$ cat src/rtl/sram_b_arb_pkg.sv
// Shared constants and the round-robin pick helper used by both ports of the
// SRAM B-port arbiter.
package sram_b_arb_pkg;
  localparam int SRAM_ABITS = 12;
  localparam int SRAM_DBITS = 8;
  localparam int MAX_REQ    = 8;

  typedef struct packed {
    logic [MAX_REQ-1:0] oneHot;
    logic [2:0]         idx;
  } rr_pick_t;

  // Scan from pri upward modulo n; the smallest offset with a set mask bit wins.
  function automatic rr_pick_t rr_pick(input logic [MAX_REQ-1:0] mask,
                                       input logic [2:0]         pri,
                                       input int                 n);
    rr_pick_t res;
    int       slot;
    res = '0;
    for (int off = MAX_REQ - 1; off >= 0; off--) begin
      if (off < n) begin
        slot = int'(pri) + off;
        if (slot >= n) slot = slot - n;
        if (mask[3'(slot)]) begin
          res.oneHot = MAX_REQ'(1) << slot;
          res.idx    = 3'(slot);
        end
      end
    end
    return res;
  endfunction
endpackage

$ cat src/rtl/sram_b_port_arbiter_rr.sv
// Round-robin arbiter with its own priority pointer; the pointer moves past
// the granted index only when the caller confirms the grant was issued.
module rr_arbiter
  import sram_b_arb_pkg::*;
#(
  parameter int N  = 4,
  parameter int IW = $clog2(N)
) (
  input  logic          clk_i,
  input  logic          rst_i,
  input  logic [N-1:0]  req_i,
  input  logic          adv_i,
  output logic [N-1:0]  gnt_o,
  output logic [IW-1:0] gntIdx_o,
  output logic          any_o
);
  rr_pick_t      pick;
  logic [IW-1:0] pri_q, pri_d;

  always_comb begin
    pick     = rr_pick(MAX_REQ'(req_i), 3'(pri_q), N);
    gnt_o    = N'(pick.oneHot);
    gntIdx_o = IW'(pick.idx);
    any_o    = |pick.oneHot;
    pri_d    = pri_q;
    if (adv_i) pri_d = (gntIdx_o == IW'(N - 1)) ? '0 : gntIdx_o + IW'(1);
  end

  always_ff @(posedge clk_i) begin
    if (rst_i) pri_q <= '0;
    else       pri_q <= pri_d;
  end
endmodule

$ cat src/rtl/sram_b_port_arbiter.sv
// Shares a 1W/1R SRAM among NREQ requesters: one write and one read per cycle,
// with same-address collisions resolved and read starvation bounded.
module sram_b_port_arbiter
  import sram_b_arb_pkg::*;
#(
  parameter int NREQ      = 4,
  parameter int IDW       = 2,
  parameter int MAX_STALL = 3
) (
  input  logic                       CLK,
  input  logic                       RST,
  input  logic [NREQ-1:0]            req_valid,
  output logic [NREQ-1:0]            req_ready,
  input  logic [NREQ-1:0]            req_we,
  input  logic [NREQ*SRAM_ABITS-1:0] req_addr,
  input  logic [NREQ*SRAM_DBITS-1:0] req_wdata,
  input  logic [NREQ*SRAM_DBITS-1:0] req_wem,
  output logic                       rsp_valid,
  output logic [IDW-1:0]             rsp_id,
  output logic [SRAM_DBITS-1:0]      rsp_data,
  output logic                       sram_CE0,
  output logic [SRAM_ABITS-1:0]      sram_A0,
  output logic [SRAM_DBITS-1:0]      sram_D0,
  output logic                       sram_WE0,
  output logic [SRAM_DBITS-1:0]      sram_WEM0,
  output logic                       sram_CE1,
  output logic [SRAM_ABITS-1:0]      sram_A1,
  input  logic [SRAM_DBITS-1:0]      sram_Q1
);
  localparam int SW = $clog2(MAX_STALL + 1);

  logic [NREQ-1:0]       wCand, rCand, wGnt, rGnt;
  logic [IDW-1:0]        wIdx, rIdx;
  logic                  wAny, rAny, collide, wIssue, rIssue;
  logic [SRAM_ABITS-1:0] wAddr, rAddr;
  logic [SW-1:0]         stallCnt_q, stallCnt_d;
  logic                  rdPrio_q, rdPrio_d;
  logic                  rspValid_q;
  logic [IDW-1:0]        rspId_q;

  // Masking candidates during reset keeps both ports idle and both pointers parked.
  always_comb begin
    wCand = RST ? '0 : (req_valid & req_we);
    rCand = RST ? '0 : (req_valid & ~req_we);
  end

  rr_arbiter #(.N(NREQ), .IW(IDW)) u_wrArb (
    .clk_i(CLK), .rst_i(RST), .req_i(wCand), .adv_i(wIssue),
    .gnt_o(wGnt), .gntIdx_o(wIdx), .any_o(wAny)
  );

  rr_arbiter #(.N(NREQ), .IW(IDW)) u_rdArb (
    .clk_i(CLK), .rst_i(RST), .req_i(rCand), .adv_i(rIssue),
    .gnt_o(rGnt), .gntIdx_o(rIdx), .any_o(rAny)
  );

  always_comb begin
    wAddr   = req_addr[int'(wIdx)*SRAM_ABITS +: SRAM_ABITS];
    rAddr   = req_addr[int'(rIdx)*SRAM_ABITS +: SRAM_ABITS];
    collide = wAny && rAny && (wAddr == rAddr);
    wIssue  = wAny && !(collide && rdPrio_q);
    rIssue  = rAny && !(collide && !rdPrio_q);

    req_ready = (wIssue ? wGnt : '0) | (rIssue ? rGnt : '0);
    sram_CE0  = wIssue;
    sram_WE0  = wIssue;
    sram_A0   = wIssue ? wAddr : '0;
    sram_D0   = wIssue ? req_wdata[int'(wIdx)*SRAM_DBITS +: SRAM_DBITS] : '0;
    sram_WEM0 = wIssue ? req_wem[int'(wIdx)*SRAM_DBITS +: SRAM_DBITS] : '0;
    sram_CE1  = rIssue;
    sram_A1   = rIssue ? rAddr : '0;
  end

  // A read losing to a write counts toward the guard; once it trips, the next
  // collision goes to the read and the guard rearms.
  always_comb begin
    stallCnt_d = stallCnt_q;
    rdPrio_d   = rdPrio_q;
    if (collide && !rdPrio_q) begin
      if (stallCnt_q != SW'(MAX_STALL)) stallCnt_d = stallCnt_q + SW'(1);
      if (stallCnt_d == SW'(MAX_STALL)) rdPrio_d = 1'b1;
    end else if (collide && rdPrio_q) begin
      stallCnt_d = '0;
      rdPrio_d   = 1'b0;
    end else if (rIssue) begin
      stallCnt_d = '0;
    end
  end

  always_ff @(posedge CLK) begin
    if (RST) begin
      stallCnt_q <= '0;
      rdPrio_q   <= 1'b0;
      rspValid_q <= 1'b0;
      rspId_q    <= '0;
    end else begin
      stallCnt_q <= stallCnt_d;
      rdPrio_q   <= rdPrio_d;
      rspValid_q <= rIssue;
      if (rIssue) rspId_q <= rIdx;
    end
  end

  assign rsp_valid = rspValid_q;
  assign rsp_id    = rspId_q;
  assign rsp_data  = sram_Q1;
endmodule

$ cat config.mk
export PLATFORM = sky130hd
export DESIGN_NAME = sram_b_port_arbiter
export DESIGN_NICKNAME = d
export VERILOG_FILES = /design/src/rtl/sram_b_arb_pkg.sv /design/src/rtl/sram_b_port_arbiter_rr.sv /design/src/rtl/sram_b_port_arbiter.sv
export SDC_FILE = /design/constraint.sdc
export NUM_CORES = 1
export LEC_CHECK = 0
export BUFFER_PORTS_ARGS = -buffer_cell sky130_fd_sc_hd__buf_2
export CORE_MARGIN = 2
export CORE_UTILIZATION = 49
export DETAILED_ROUTE_END_ITERATION = 6
export HOLD_SLACK_MARGIN = 0.15
export PLACE_DENSITY = 0.87
export SLEW_MARGIN = 20
export SYNTH_ARGS = -nofsm -noshare
export SYNTH_HDL_FRONTEND = slang
export SYNTH_HIERARCHICAL = 1
export SYNTH_SLANG_ARGS = --single-unit
$ cat constraint.sdc
create_clock -name CLK -period 11.7 [get_ports CLK]
set_input_delay 1.17 -clock CLK [delete_from_list [all_inputs] [get_ports CLK]]
set_output_delay 1.17 -clock CLK [all_outputs]
set_load 0.01 [all_outputs]
==> insert_results.sql <==
INSERT INTO impl_metrics (metric_group, metric, value, unit) VALUES
('status', 'status', 'complete, no violations', ''),
('clock_network', 'tritoncts_clock_tree', 'done', ''),
('floorplan', 'die_y', '84.8', 'µm'),
('floorplan', 'die_width', '84.8', 'µm'),
('placement', 'placement.setup.worst_slack', '4.59', 'ns'),
('clock_network', 'cts_made_buffers', '3', ''),
('clock_network', 'clock-root-buffer', 'sky130_fd_sc_hd__clkbuf_8', ''),
('power', 'ir_drop_worst_case_vdd', '0.000191', 'V'),
('final_layout', 'seqCellArea', '200', 'µm²'),
('sta', 'worst_slew_margin_rel', '42.3', '%'),
('sta', 'rsz0062_at_grt', 'false', ''),
('clock_network', 'clkSinkCount', '10', ''),
('detailed_routing', 'drt-initial-drc-count', '341', ''),
('critical_path', 'crit_path_start_kind', 'input port', ''),
('critical_path', 'critical_path_class', 'input port to output pin', ''),
('global_route', 'gr-total-overflow', '0', ''),
('floorplan', 'core.rowCount', '29', ''),
('synthesis', 'synth.ff_latch_count', '10', ''),
('critical_path', 'endpoint_kind', 'output pin', ''),
('global_route', 'grt_first_pass_wirelength', '15300', 'µm'),
('critical_path', 'required_time_of_the_critical_path', '10.53', 'ns'),
('synthesis', 'synth_cell_types', '50', ''),
('critical_path', 'worst_path_most_repeated_cell', 'sky130_fd_sc_hd__buf_2', ''),
('sta', 'min_period', '6.90', 'ns'),
('sta', 'worst_clock_skew', '0.00212', 'ns'),
('final_layout', 'post_route_cells_drive_above_1_share', '49.8', '%'),
('global_route', 'grt_antenna_before_repair', '1', ''),
('final_layout', 'num_antenna_cells', '0', ''),
('final_layout', 'multiInputGateArea', '2690', 'µm²'),
('synthesis', 'syn-cell-area', '3200', 'µm²'),
('clock_network', 'htreeDepth', '1', ''),
('global_route', 'pin_count_of_the_biggest_net_entering_global_routing', '30', ''),
('critical_path', 'arrival', '5.73', 'ns'),
('synthesis', 'synthesis.nets', '490', ''),
('detailed_routing', 'drt_drc_violations_left', '0', ''),
('critical_path', 'critical-path-slowest-cell', 'sky130_fd_sc_hd__a21oi_2', ''),
('detailed_routing', 'ant_nets', '0', ''),
('clock_network', 'cts_max_path_buffers', '2', ''),
('sta', 'worst-slew-pin-transition', '0.865', 'ns'),
('power', 'powerDensity', '230', 'nW/µm²'),
('sta', 'hold_viol_final', '0', ''),
('placement', 'placed_instance_count', '565', ''),
('final_layout', 'area_delta_synth_final', '26.2', '%'),
('job', 'max_cap_viol_count', '0', ''),
('detailed_routing', 'drt_wl_total', '9860', 'µm'),
('critical_path', 'critical_path_buffer_and_inverter_count', '3', ''),
('synthesis', 'synth_warnings', '6', ''),
('critical_path', 'timing.critical_path.max_delay_family', 'simple AND/OR/NAND/NOR gates', ''),
('final_layout', 'fillerInstances', '509', ''),
('synthesis', 'synth-seq-area-share', '6.25', '%'),
('detailed_routing', 'num_vias', '3409', ''),
('final_layout', 'final_cell_mix', '171 x sky130_fd_sc_hd__buf_2, 41 x sky130_fd_sc_hd__mux4_2, 30 x sky130_fd_sc_hd__inv_1, 28 x sky130_fd_sc_hd__nor2_1, 20 x sky130_fd_sc_hd__nand2_1', ''),
('power', 'power_leakage', '1.91', 'nW'),
('detailed_routing', 'drt-vias-per-instance', '5.99', ''),
('clock_network', 'cts.hold.buffers_added', '0', ''),
('sta', 'max_freq', '0.145', 'GHz'),
('critical_path', 'timing.critical_path.cells', 'buf_2 -> and3b_1 -> mux2i_2 -> o211ai_2 -> o21ai_0 -> nand3_1 -> o21ai_4 -> buf_4 -> mux4_2 -> xnor2_1 -> and3_1 -> and4_1 -> a21oi_2 -> and2_1 -> buf_2', ''),
('floorplan', 'die_area', '7200', 'µm²'),
('clock_network', 'postCtsResizedCells', '0', ''),
('detailed_routing', 'wl_per_cell', '17.3', 'µm'),
('clock_network', 'clkSlewWorstSetupHoldPaths', '0.05', 'ns'),
('detailed_routing', 'detailedRoute.firstPassIterationCount', '4', ''),
('floorplan', 'floorplan.initialDensity', '50.4', '%'),
('critical_path', 'crit_path_max_fanout', '29', ''),
('synthesis', 'synth_area_per_inst', '9.36', 'µm²'),
('worst_hold_path', 'hold_class', 'flip-flop to flip-flop', ''),
('global_route', 'first_global_vias', '3335', ''),
('sta', 'fin_ws', '4.80', 'ns'),
('sta', 'finalMaxSlewViolations', '0', ''),
('synthesis', 'postSynthCellCount', '342', ''),
('floorplan', 'design.portCount', '188', '');
==> stage by stage <==
| step | power, mW | utilization, % | hold WS, ns | instance area (µm²) |
|---|---|---|---|---|
| floorplan | 0.675 | - | 0.450 | 3200 |
| global placement | 0.862 | 62.6 | 0.456 | 3980 |
| detailed placement | 0.884 | 62.6 | 0.467 | 3980 |
| CTS | 0.931 | 63.5 | 0.478 | 4030 |
| global route | 1.01 | 63.6 | 0.503 | 4040 |
| finish | 0.930 | 63.6 | 0.475 | 4040 |
==> logic make-up (layout without fill, tap and decap cells) <==
logic type	count (synthesis)	count (layout)	share of synthesized area, %
simple gates	117	117	20.3
mux	66	66	38.8
buf+inv	60	210	10.7
compound gates	59	59	13.6
fa+ha+maj	18	18	7.03
xor+xnor	12	12	3.28
flops	10	10	6.25
==> synthesized netlist by cell type (all sizes together) <==
library cell,number,share of area (%)
a2111oi,2,1.7
a211o,2,0.55
a21boi,2,0.47
a21oi,16,2.6
a31oi,4,0.78
and2,12,2.3
and3,1,0.20
and3b,4,1.1
and4,1,0.27
buf,27,6.9
clkbuf,2,0.23
dfxtp,10,6.3
ha,18,7.0
inv,31,3.6
mux2,4,1.4
mux2i,18,6.1
mux4,44,31
nand2,20,2.3
nand2b,5,0.98
nand3,4,0.63
nand4,1,0.20
nor2,28,3.3
nor2b,17,3.3
nor3,6,1.1
nor3b,6,1.7
nor4,2,0.59
nor4b,4,1.1
o2111ai,2,0.55
o211ai,2,0.78
o21ai,11,1.7
o21ba,2,0.63
o221ai,2,0.55
o22a,2,0.55
o22ai,8,1.6
o311ai,4,1.1
or2,6,1.2
xnor2,1,0.27
xor2,11,3.0
==> area by class of cell <==
cell class	count	area share (%)
clock buffers	4	1.36
inverters	31	2.88
multi-input cells	272	66.5
flip-flops and latches	10	4.96
well taps	77	2.38
repair buffers	175	21.9
==> registers in the layout, indices dropped and copies added (netlist names) <==
name,flops
stallCnt_q,2
rsp_id,2
u_wrArb/pri_q,2
rdPrio_q,1
rsp_valid,1
u_rdArb/pri_q,2
==> metal layers <==
| layer | track usage, % | up-vias | wire [µm] |
|---|---|---|---|
| li1 | - | 1571 | - |
| met4 | 8.51 | 0 | 272 |
| met3 | 3.40 | 20 | 690 |
| met5 | 0 | - | 0 |
| met2 | 47.1 | 169 | 5140 |
| met1 | 32.0 | 1649 | 3760 |
==> worst register-to-register path, cell delays in order (launching register included) <==
cell and delay, ns:
sky130_fd_sc_hd__dfxtp_1 0.77, sky130_fd_sc_hd__inv_1 0.33, sky130_fd_sc_hd__ha_1 0.52, sky130_fd_sc_hd__mux4_2 0.26, sky130_fd_sc_hd__o211ai_2 0.14, sky130_fd_sc_hd__o21ai_0 0.27
sky130_fd_sc_hd__nand3_1 0.17, sky130_fd_sc_hd__o21ai_4 0.08, sky130_fd_sc_hd__buf_4 0.46, sky130_fd_sc_hd__mux4_2 0.62, sky130_fd_sc_hd__xor2_1 0.16, sky130_fd_sc_hd__nor4_1 0.37
sky130_fd_sc_hd__nand4_1 0.23, sky130_fd_sc_hd__o21ai_4 0.63, sky130_fd_sc_hd__inv_2 0.16, sky130_fd_sc_hd__nand2_1 0.11, sky130_fd_sc_hd__a21oi_1 0.05, sky130_fd_sc_hd__o21ba_2 0.22
==> final timing paths <==
path / startpoint / end / slack (ns) / cells past startpoint
setup / recovery: RST / sram_A1[4] / 4.80 / 15
hold / removal: rsp_id[1] / rsp_id[1] / 0.47 / 2
setup reg to reg: u_wrArb/pri_q[0] / u_wrArb/pri_q[0] / 6.03 / 17
hold reg to reg: rsp_id[1] / rsp_id[1] / 0.47 / 2
==> power breakdown <==
part           switching (mW)  internal (mW)  leakage (nW)
clock network          0.0146         0.0297        0.0288
logic                   0.442          0.379          1.80
registers              0.0207         0.0429        0.0818
Note: power is estimated with default switching activity, not from simulation.
